`config.mk`:
```
export PLATFORM = sky130hd
export DESIGN_NAME = manual_override_ctrl
export DESIGN_NICKNAME = d
export VERILOG_FILES = /design/src/rtl/manual_override_ctrl.sv
export SDC_FILE = /design/constraint.sdc
export NUM_CORES = 1
export LEC_CHECK = 0
export BUFFER_PORTS_ARGS = -buffer_cell sky130_fd_sc_hd__clkbuf_2
export CAP_MARGIN = 0
export CELL_PAD_IN_SITES_DETAIL_PLACEMENT = 2
export CELL_PAD_IN_SITES_GLOBAL_PLACEMENT = 2
export CORE_MARGIN = 1
export CORE_UTILIZATION = 33
export DETAILED_ROUTE_END_ITERATION = 8
export PLACE_DENSITY_LB_ADDON = 0.1
export RECOVER_POWER = 25
export SETUP_SLACK_MARGIN = 0.1
export SLEW_MARGIN = 20
export SYNTH_ARGS = -nofsm -noshare
export SYNTH_HDL_FRONTEND = slang
export SYNTH_SLANG_ARGS = --single-unit
export TNS_END_PERCENT = 5
```
`constraint.sdc`:
```
create_clock -name clock -period 1.8 [get_ports clock]
set_input_delay 0.18 -clock clock [delete_from_list [all_inputs] [get_ports clock]]
set_output_delay 0.18 -clock clock [all_outputs]
set_load 0.01 [all_outputs]
```
`src/rtl/manual_override_ctrl.sv`:
```
// Manual motor override controller: per-channel step / continuous-go FSMs.
// Ports: clock, reset (async high); cmd_valid, command[3:0], chan select a
// channel command; ready[i] accepts a pending step; outputs dir, val
// (channel i at [i*VAL_W +: VAL_W]), done, busy per channel; com_debug.
module manual_override_ctrl #(
    parameter int NCHAN    = 2,
    parameter int VAL_W    = 8,
    parameter int STEPSIZE = 2,
    parameter int GO_MIN   = 1,
    parameter int GO_MAX   = 16,
    parameter int RAMP_DIV = 1024,
    localparam int CH_W    = (NCHAN > 1) ? $clog2(NCHAN) : 1
) (
    input  logic                   clock,
    input  logic                   reset,
    input  logic                   cmd_valid,
    input  logic [3:0]             command,
    input  logic [CH_W-1:0]        chan,
    input  logic [NCHAN-1:0]       ready,
    output logic [NCHAN-1:0]       dir,
    output logic [NCHAN*VAL_W-1:0] val,
    output logic [NCHAN-1:0]       done,
    output logic [NCHAN-1:0]       busy,
    output logic [3:0]             com_debug
);

    localparam int RC_W = $clog2(RAMP_DIV + 1);

    localparam logic [3:0] OP_LEFT  = 4'b1000;
    localparam logic [3:0] OP_RIGHT = 4'b1001;
    localparam logic [3:0] OP_GO    = 4'b1010;
    localparam logic [3:0] OP_STOP  = 4'b1011;
    localparam logic [3:0] OP_ALL   = 4'b1111;

    localparam logic [1:0] S_IDLE = 2'd0;
    localparam logic [1:0] S_STEP = 2'd1;
    localparam logic [1:0] S_GO   = 2'd2;

    if (GO_MIN > GO_MAX) begin : g_err_min
        $error("GO_MIN must not exceed GO_MAX");
    end
    if (GO_MAX >= (2 ** VAL_W)) begin : g_err_max
        $error("GO_MAX does not fit in VAL_W bits");
    end
    if (STEPSIZE >= (2 ** VAL_W)) begin : g_err_step
        $error("STEPSIZE does not fit in VAL_W bits");
    end
    if (NCHAN < 1 || NCHAN > 8) begin : g_err_nchan
        $error("NCHAN must be 1..8");
    end
    if (RAMP_DIV < 1) begin : g_err_div
        $error("RAMP_DIV must be at least 1");
    end

    // armed stays low for the first edge after reset release so a strobe
    // coinciding with the release is never captured.
    logic            armed;
    logic            pend_v;
    logic [3:0]      pend_op;
    logic [CH_W-1:0] pend_ch;

    always_ff @(posedge clock or posedge reset) begin
        if (reset) begin
            armed   <= 1'b0;
            pend_v  <= 1'b0;
            pend_op <= 4'd0;
            pend_ch <= '0;
        end else begin
            armed   <= 1'b1;
            pend_v  <= cmd_valid & armed;
            pend_op <= command;
            pend_ch <= chan;
        end
    end

    logic op_known;
    logic op_all;
    logic ch_ok;
    logic accept;

    always_comb begin
        op_known = pend_op inside {OP_LEFT, OP_RIGHT, OP_GO, OP_STOP, OP_ALL};
        op_all   = (pend_op == OP_ALL);
        ch_ok    = ({1'b0, pend_ch} < (CH_W + 1)'(NCHAN));
        // stop-all ignores chan, so it is accepted even when chan is out of range
        accept   = pend_v & op_known & (op_all | ch_ok);
    end

    always_ff @(posedge clock or posedge reset) begin
        if (reset) begin
            com_debug <= 4'd0;
        end else if (accept) begin
            com_debug <= pend_op;
        end
    end

    for (genvar i = 0; i < NCHAN; i++) begin : g_ch
        logic [1:0]       state;
        logic [VAL_W-1:0] mag;
        logic [RC_W-1:0]  ramp;
        logic             d;
        logic             hit;
        logic             stop_hit;

        assign hit      = accept & (op_all | (pend_ch == CH_W'(i)));
        assign stop_hit = hit & ((pend_op == OP_STOP) | op_all);

        always_ff @(posedge clock or posedge reset) begin
            if (reset) begin
                state <= S_IDLE;
                mag   <= '0;
                ramp  <= '0;
                d     <= 1'b0;
            end else if (stop_hit) begin
                state <= S_IDLE;
                mag   <= '0;
                ramp  <= '0;
            end else begin
                case (state)
                    S_IDLE: begin
                        if (hit && (pend_op == OP_LEFT || pend_op == OP_RIGHT)) begin
                            state <= S_STEP;
                            d     <= pend_op[0];
                            mag   <= VAL_W'(STEPSIZE);
                        end else if (hit && pend_op == OP_GO) begin
                            state <= S_GO;
                            mag   <= VAL_W'(GO_MIN);
                            ramp  <= '0;
                        end
                    end
                    S_STEP: begin
                        // entry edge already raised done, so done lasts >= 1 cycle
                        if (ready[i]) begin
                            state <= S_IDLE;
                            mag   <= '0;
                        end
                    end
                    S_GO: begin
                        if (ramp == RC_W'(RAMP_DIV - 1)) begin
                            ramp <= '0;
                            if (mag < VAL_W'(GO_MAX)) begin
                                mag <= mag + VAL_W'(1);
                            end
                        end else begin
                            ramp <= ramp + RC_W'(1);
                        end
                    end
                    default: begin
                        state <= S_IDLE;
                        mag   <= '0;
                        ramp  <= '0;
                    end
                endcase
            end
        end

        assign dir[i]                 = d;
        assign val[i*VAL_W +: VAL_W]  = mag;
        assign done[i]                = (state != S_IDLE);
        assign busy[i]                = (state == S_GO);
    end

endmodule

```
# Yosys cells after proc, flatten, opt, wreduce, memory -nomap -nowiden
# Index checks and enable logic that the tools add are counted.
# word_totals
ff_bits,55
input_bits,10
wordCells,110
# op_classes
n_addsub,4
order_cmp,2
eq_ne,27
n_mux,34
bitwise_logic,12
n_reduce_logical,18
# op_table
cell,n
8-bit 2-to-1 mux,12
11-bit 2-to-1 mux,8
11-bit one-hot mux with 3 select lines,2
8-bit one-hot mux with 3 select lines,2
11-bit by 1-bit adder with 11-bit output (second input constant),2
11-bit by 10-bit == test with 1-bit output (second input constant),2
4-bit == test (second input constant),5
3-bit inequality test (second input constant),6
3-bit AND reduction,6
8-bit by 1-bit adder with 8-bit output (second input constant),2
8-bit by 5-bit < comparator with 1-bit output (second input constant),2
2-bit 2-to-1 mux,8
3-bit by 1-bit inequality test with 1-bit output (second input constant),4
2-bit one-hot mux with 3 select lines,2
4-bit inequality test (second input constant),2
4-bit AND reduction,2
1-bit bitwise AND,6
5-bit nonzero test,1
2-bit by 1-bit == test with 1-bit output (second input constant),2
2-bit == test (second input constant),2
1-bit logical AND,4
2-bit zero test,2
2-bit by 1-bit inequality test with 1-bit output (second input constant),2
2-bit inequality test (second input constant),2
other kinds (4),9

# Depth between registers and ports, before layout
# depth
depth_word,9
mapped_depth,7
ltp_nobuf,6

# Worst setup path before layout
# OpenSTA, ideal clock, no wires.
# synth_timing
kind,reg-to-reg
startpoint,register g_ch[1].ramp[0]
endpoint,register g_ch[1].mag[0]
setup_ns,0.128
arrival_ns,1.700
required_time_ns,1.672
slack_ns,-0.027
stages_incl_launch_ff,7
path_buffers,0
path_cell_list,dfrtp_1 > ha_1 > nand3_1 > nor4_4 > nor2_2 > nor3_4 > mux2_1
# synth_via
elab_chain_cells,3
# synth_rtl
item,line,text
"start, declared",100,logic [RC_W-1:0] ramp;
"start signal, assigned",145,ramp <= ramp + RC_W'(1);
11-bit by 10-bit == test with 1-bit output,139,if (ramp == RC_W'(RAMP_DIV - 1)) begin
3-bit by 1-bit inequality test with 1-bit output (no source line),-,
4-bit AND reduction (no source line),-,
"end signal, assigned",124,mag <= VAL_W'(STEPSIZE);
"end signal, assigned",127,mag <= VAL_W'(GO_MIN);
"end signal, assigned",142,mag <= mag + VAL_W'(1);
"end, declared",99,logic [VAL_W-1:0] mag;
# Every way passes these cells.
# A chain may end at the register's enable or synchronous reset.

# Final worst setup path
# layout_timing
startpoint,register pend_op[2]
endpoint,register g_ch[0].d
# layout_via
elab_chain_cells,7
elab_cells_between_ends,15
cone_classes,eq/ne (5); bitwise (6); reduce/logical (4)
# layout_rtl
item,line,text
"start, declared",59,logic [3:0] pend_op;
"start signal, assigned",71,pend_op <= command;
"4-bit == test, on equally long branches",-,
5-bit nonzero test,82,"op_known = pend_op inside {OP_LEFT, OP_RIGHT, OP_GO, OP_STOP, OP_ALL};"
1-bit bitwise AND,86,accept = pend_v & op_known & (op_all | ch_ok);
1-bit bitwise AND,105,assign hit = accept & (op_all | (pend_ch == CH_W'(i)));
1-bit bitwise AND,106,assign stop_hit = hit & ((pend_op == OP_STOP) | op_all);
1-bit NOT (no source line),-,
3-bit AND reduction (no source line) (*),-,
"end signal, assigned",123,d <= pend_op[0];
"end, declared",101,logic d;
# Every way passes the cells marked *; elsewhere a longest branch is shown, timed or not.

==> metrics.txt <==
drt first pass iters 4; Clock transition at path regs 0.10 ns; CP max FO 6; post-synthesis area per instance 9.64 µm²; Seq/Total Area, Yosys 48.1%; CTS root buffer clkbuf_8; routed length per instance between 15 and 20 µm; grt ovf 0; pin count of the biggest net entering global routing 29; fmax about 560 MHz; max cap viols 0; global-route wire length before repair ~15000 µm; Min Clock Period, post-route 1.78 ns; max_slew headroom 54.4%; combinational share of power 39.0%; clock skew about 0.0094 ns; sequential share of power 43.1%; # setup viols final 0; CTS tree built; gp weighted congestion around 0.75; Post-synth ARST share 100%; worst vdd ir 0.000318 V; initial core utilization 34.5%; Area contributors post-synth dfrtp_1, o21ai_0, nand2_1; DIE WIDTH 95.1 µm; setup slack after layout 0.0162 ns; layout cells sized above 1 just under 40%; Top FF cell, synth dfrtp_1; Clock Sinks 55; fin crit share slightly below 100%; port bufs 35; part of the power in the clock network 17.9%; library cells used by synthesis 58; Hold Vio Cnt, Final 0; kind of critical path flop to flop; status complete, no violations; Setup TNS Final 0 ns; Netlist Area Pre-Place 2860 µm²; P_leak 1.76 nW; # rows 33; via count 2747; switch share between 30% and 40%; Yosys top cell area share 48.1%; PwrDens 978 nW/µm²; Die Area 9050 µm²; max-slew violation count 0; Tot GR Track Use 22.3%; switching power 0.00144 W; syn nets just over 300; die height about 95 µm; maximum buffer depth of the clock tree 2; Hold Crit Class primary input to flop; P_int around 0.0024 W; n_diodes 0; initial drt markers 82; vias in the first global route 2993; RSZ-0062 raised after global routing yes; DRC viols 0; pre-CTS setup slack -0.0519 ns; Worst Setup End Kind flop; Synth area leader dfrtp_1; Mapped Cells 297; Slew @ Worst Pin approximately 0.68 ns; Layout Area Growth over Synthesis 38.5%; CTS buffer count 5; Core Region 8300 µm²; WL final 9940 µm; Detailed Place HPWL around 6300 µm; Worst-Skew Late Latency 0.31 ns; Critical Path RT 2.01 ns; crit path DAT approximately 2.0 ns; initial antenna violation count 0; Via density roughly 5.4; post-route ant nets 0; number of enable flip-flop cells after synthesis 0; Nets 418; critical path launch point type flop; IO Count 36; Yosys reg bits between 50 and 60; H-tree depth 2; Synth Warn # 0
-- path summary, 6_finish.rpt --
kind,start,endpoint,slack [ns],cells after the start
worst min-delay path,cmd_valid,pend_v$_DFF_PP0_,0.1,2
min in group asynchronous,reset,g_ch[1].ramp[9]$_DFFE_PP0P_,0.48,4
worst max register to register,pend_op[2]$_DFF_PP0_,g_ch[0].d$_DFFE_PP0P_,0.02,4
worst min register to register,armed$_DFF_PP0_,pend_v$_DFF_PP0_,0.48,1
max in group asynchronous,reset,pend_op[2]$_DFF_PP0_,0.72,4
worst max-delay path,pend_op[2]$_DFF_PP0_,g_ch[0].d$_DFFE_PP0P_,0.02,4
-- sequential cells by signal, indices dropped and copies added, names as in the netlist --
name / count
pend_v: 1
pend_op: 4
g_ch.d: 2
g_ch.ramp: 22
pend_ch: 1
g_ch.mag: 16
armed: 1
g_ch.state: 4
com_debug: 4
-- cell type report --
class                           instances  area [µm²]
Inverter                                7        26.3
Multi-Input combinational cell        222        1560
Tap cell                              105         131
Sequential cell                        55        1380
Clock inverter                          1        5.00
Fill cell                             898        4340
Clock buffer                            7        76.3
Timing Repair Buffer                  113         786
-- metrics by stage --
| stage | total power [W] | cells | hold slack, ns | util, % | area (µm²) |
|---|---|---|---|---|---|
| 5_1_grt | 0.00415 | 510 | 0.115 | 47.8 | 3960 |
| 6_report | 0.00388 | 510 | 0.0950 | 47.8 | 3960 |
| 3_3_place_gp | 0.00289 | 480 | 0.258 | 42.4 | 3520 |
| 4_1_cts | 0.00380 | 503 | 0.0730 | 46.0 | 3820 |
| 2_1_floorplan | 0.00236 | 297 | 0.211 | - | 2870 |
| 3_5_place_dp | 0.00297 | 480 | 0.282 | 42.4 | 3520 |
-- placed cells by master, fill, tap and decap left out, drive strengths merged, types with 2 or more instances in the layout --
cell         count
nand2           29
o32ai            2
nor3            11
dlygate4sd3      6
and2             8
a21boi           2
a22o             3
nor2            31
nor4             8
o21a             7
buf             71
xor2             2
o31ai            6
a21oi            6
mux2             4
nand2b           2
clkbuf          43
o21ai           38
a31oi            4
inv              6
a211oi           4
dfrtp           55
nand3           17
nand4            5
or2              5
ha               4
o21bai           2
nor2b            2
o41ai            4
and2b            2
clkinv           2
-- critical path, cell delays in order (launching register included) --
cell      delay [ns]
dfrtp_2         0.49
nand3b_4        0.24
or3_1           0.37
nor4_2          0.21
mux2_2          0.37
-- power by group through the flow --
stage	logic (W)	clock network [W]	registers, W
after floorplan	0.000678	0	0.00169
after global placement	0.00122	0	0.00167
after detailed placement	0.00129	0	0.00168
after CTS	0.00140	0.000726	0.00167
after global routing	0.00167	0.000770	0.00170
final	0.00151	0.000694	0.00167
-- metal layers --
| metal | GRT usage, % | up-vias | share of wire, % |
|---|---|---|---|
| li1 | - | 1282 | - |
| met1 | 28.5 | 1411 | 45 |
| met2 | 39.5 | 46 | 52 |
| met3 | 3.19 | 8 | 2.2 |
| met4 | 5.56 | 0 | 1.0 |
| met5 | 0 | - | 0 |
-- logic make-up after synthesis --
| kind of cell | Yosys count | synth area share (%) |
|---|---|---|
| AO/OA/AOI/OAI | 84 | 19.4 |
| XOR/XNOR | 2 | 0.612 |
| adder cells (fa/ha/maj) | 4 | 1.75 |
| buffers and inverters | 20 | 3.50 |
| flip-flops | 55 | 48.1 |
| multiplexers | 5 | 1.92 |
| other | 1 | 0.131 |
| AND/OR/NAND/NOR | 126 | 24.6 |
-- timing repair --
| action | 4_1_cts | 5_1_grt |
|---|---|---|
| buffers inserted | 9 | 7 |
| hold buffers | 6 | 0 |
| gates resized for setup | 21 | 28 |
| pin swaps | 4 | 13 |
| setup endpoints to repair | 26 | 35 |
| endpoints found under the hold margin | 60 | 0 |
-- cells in the mapped netlist, types with 4 or more instances --
master,n
buf_2,5
o31ai_1,5
o21ai_0,29
dfrtp_1,55
clkbuf_1,4
inv_1,7
o21ai_1,7
nor3_1,10
or2_2,4
nand2_1,29
and2_1,8
ha_1,4
nand3_1,16
o41ai_1,4
nor4_1,6
a31oi_1,4
nor2_1,28
o21a_1,7
a21oi_1,6
Note: power is estimated with default switching activity, not from simulation.
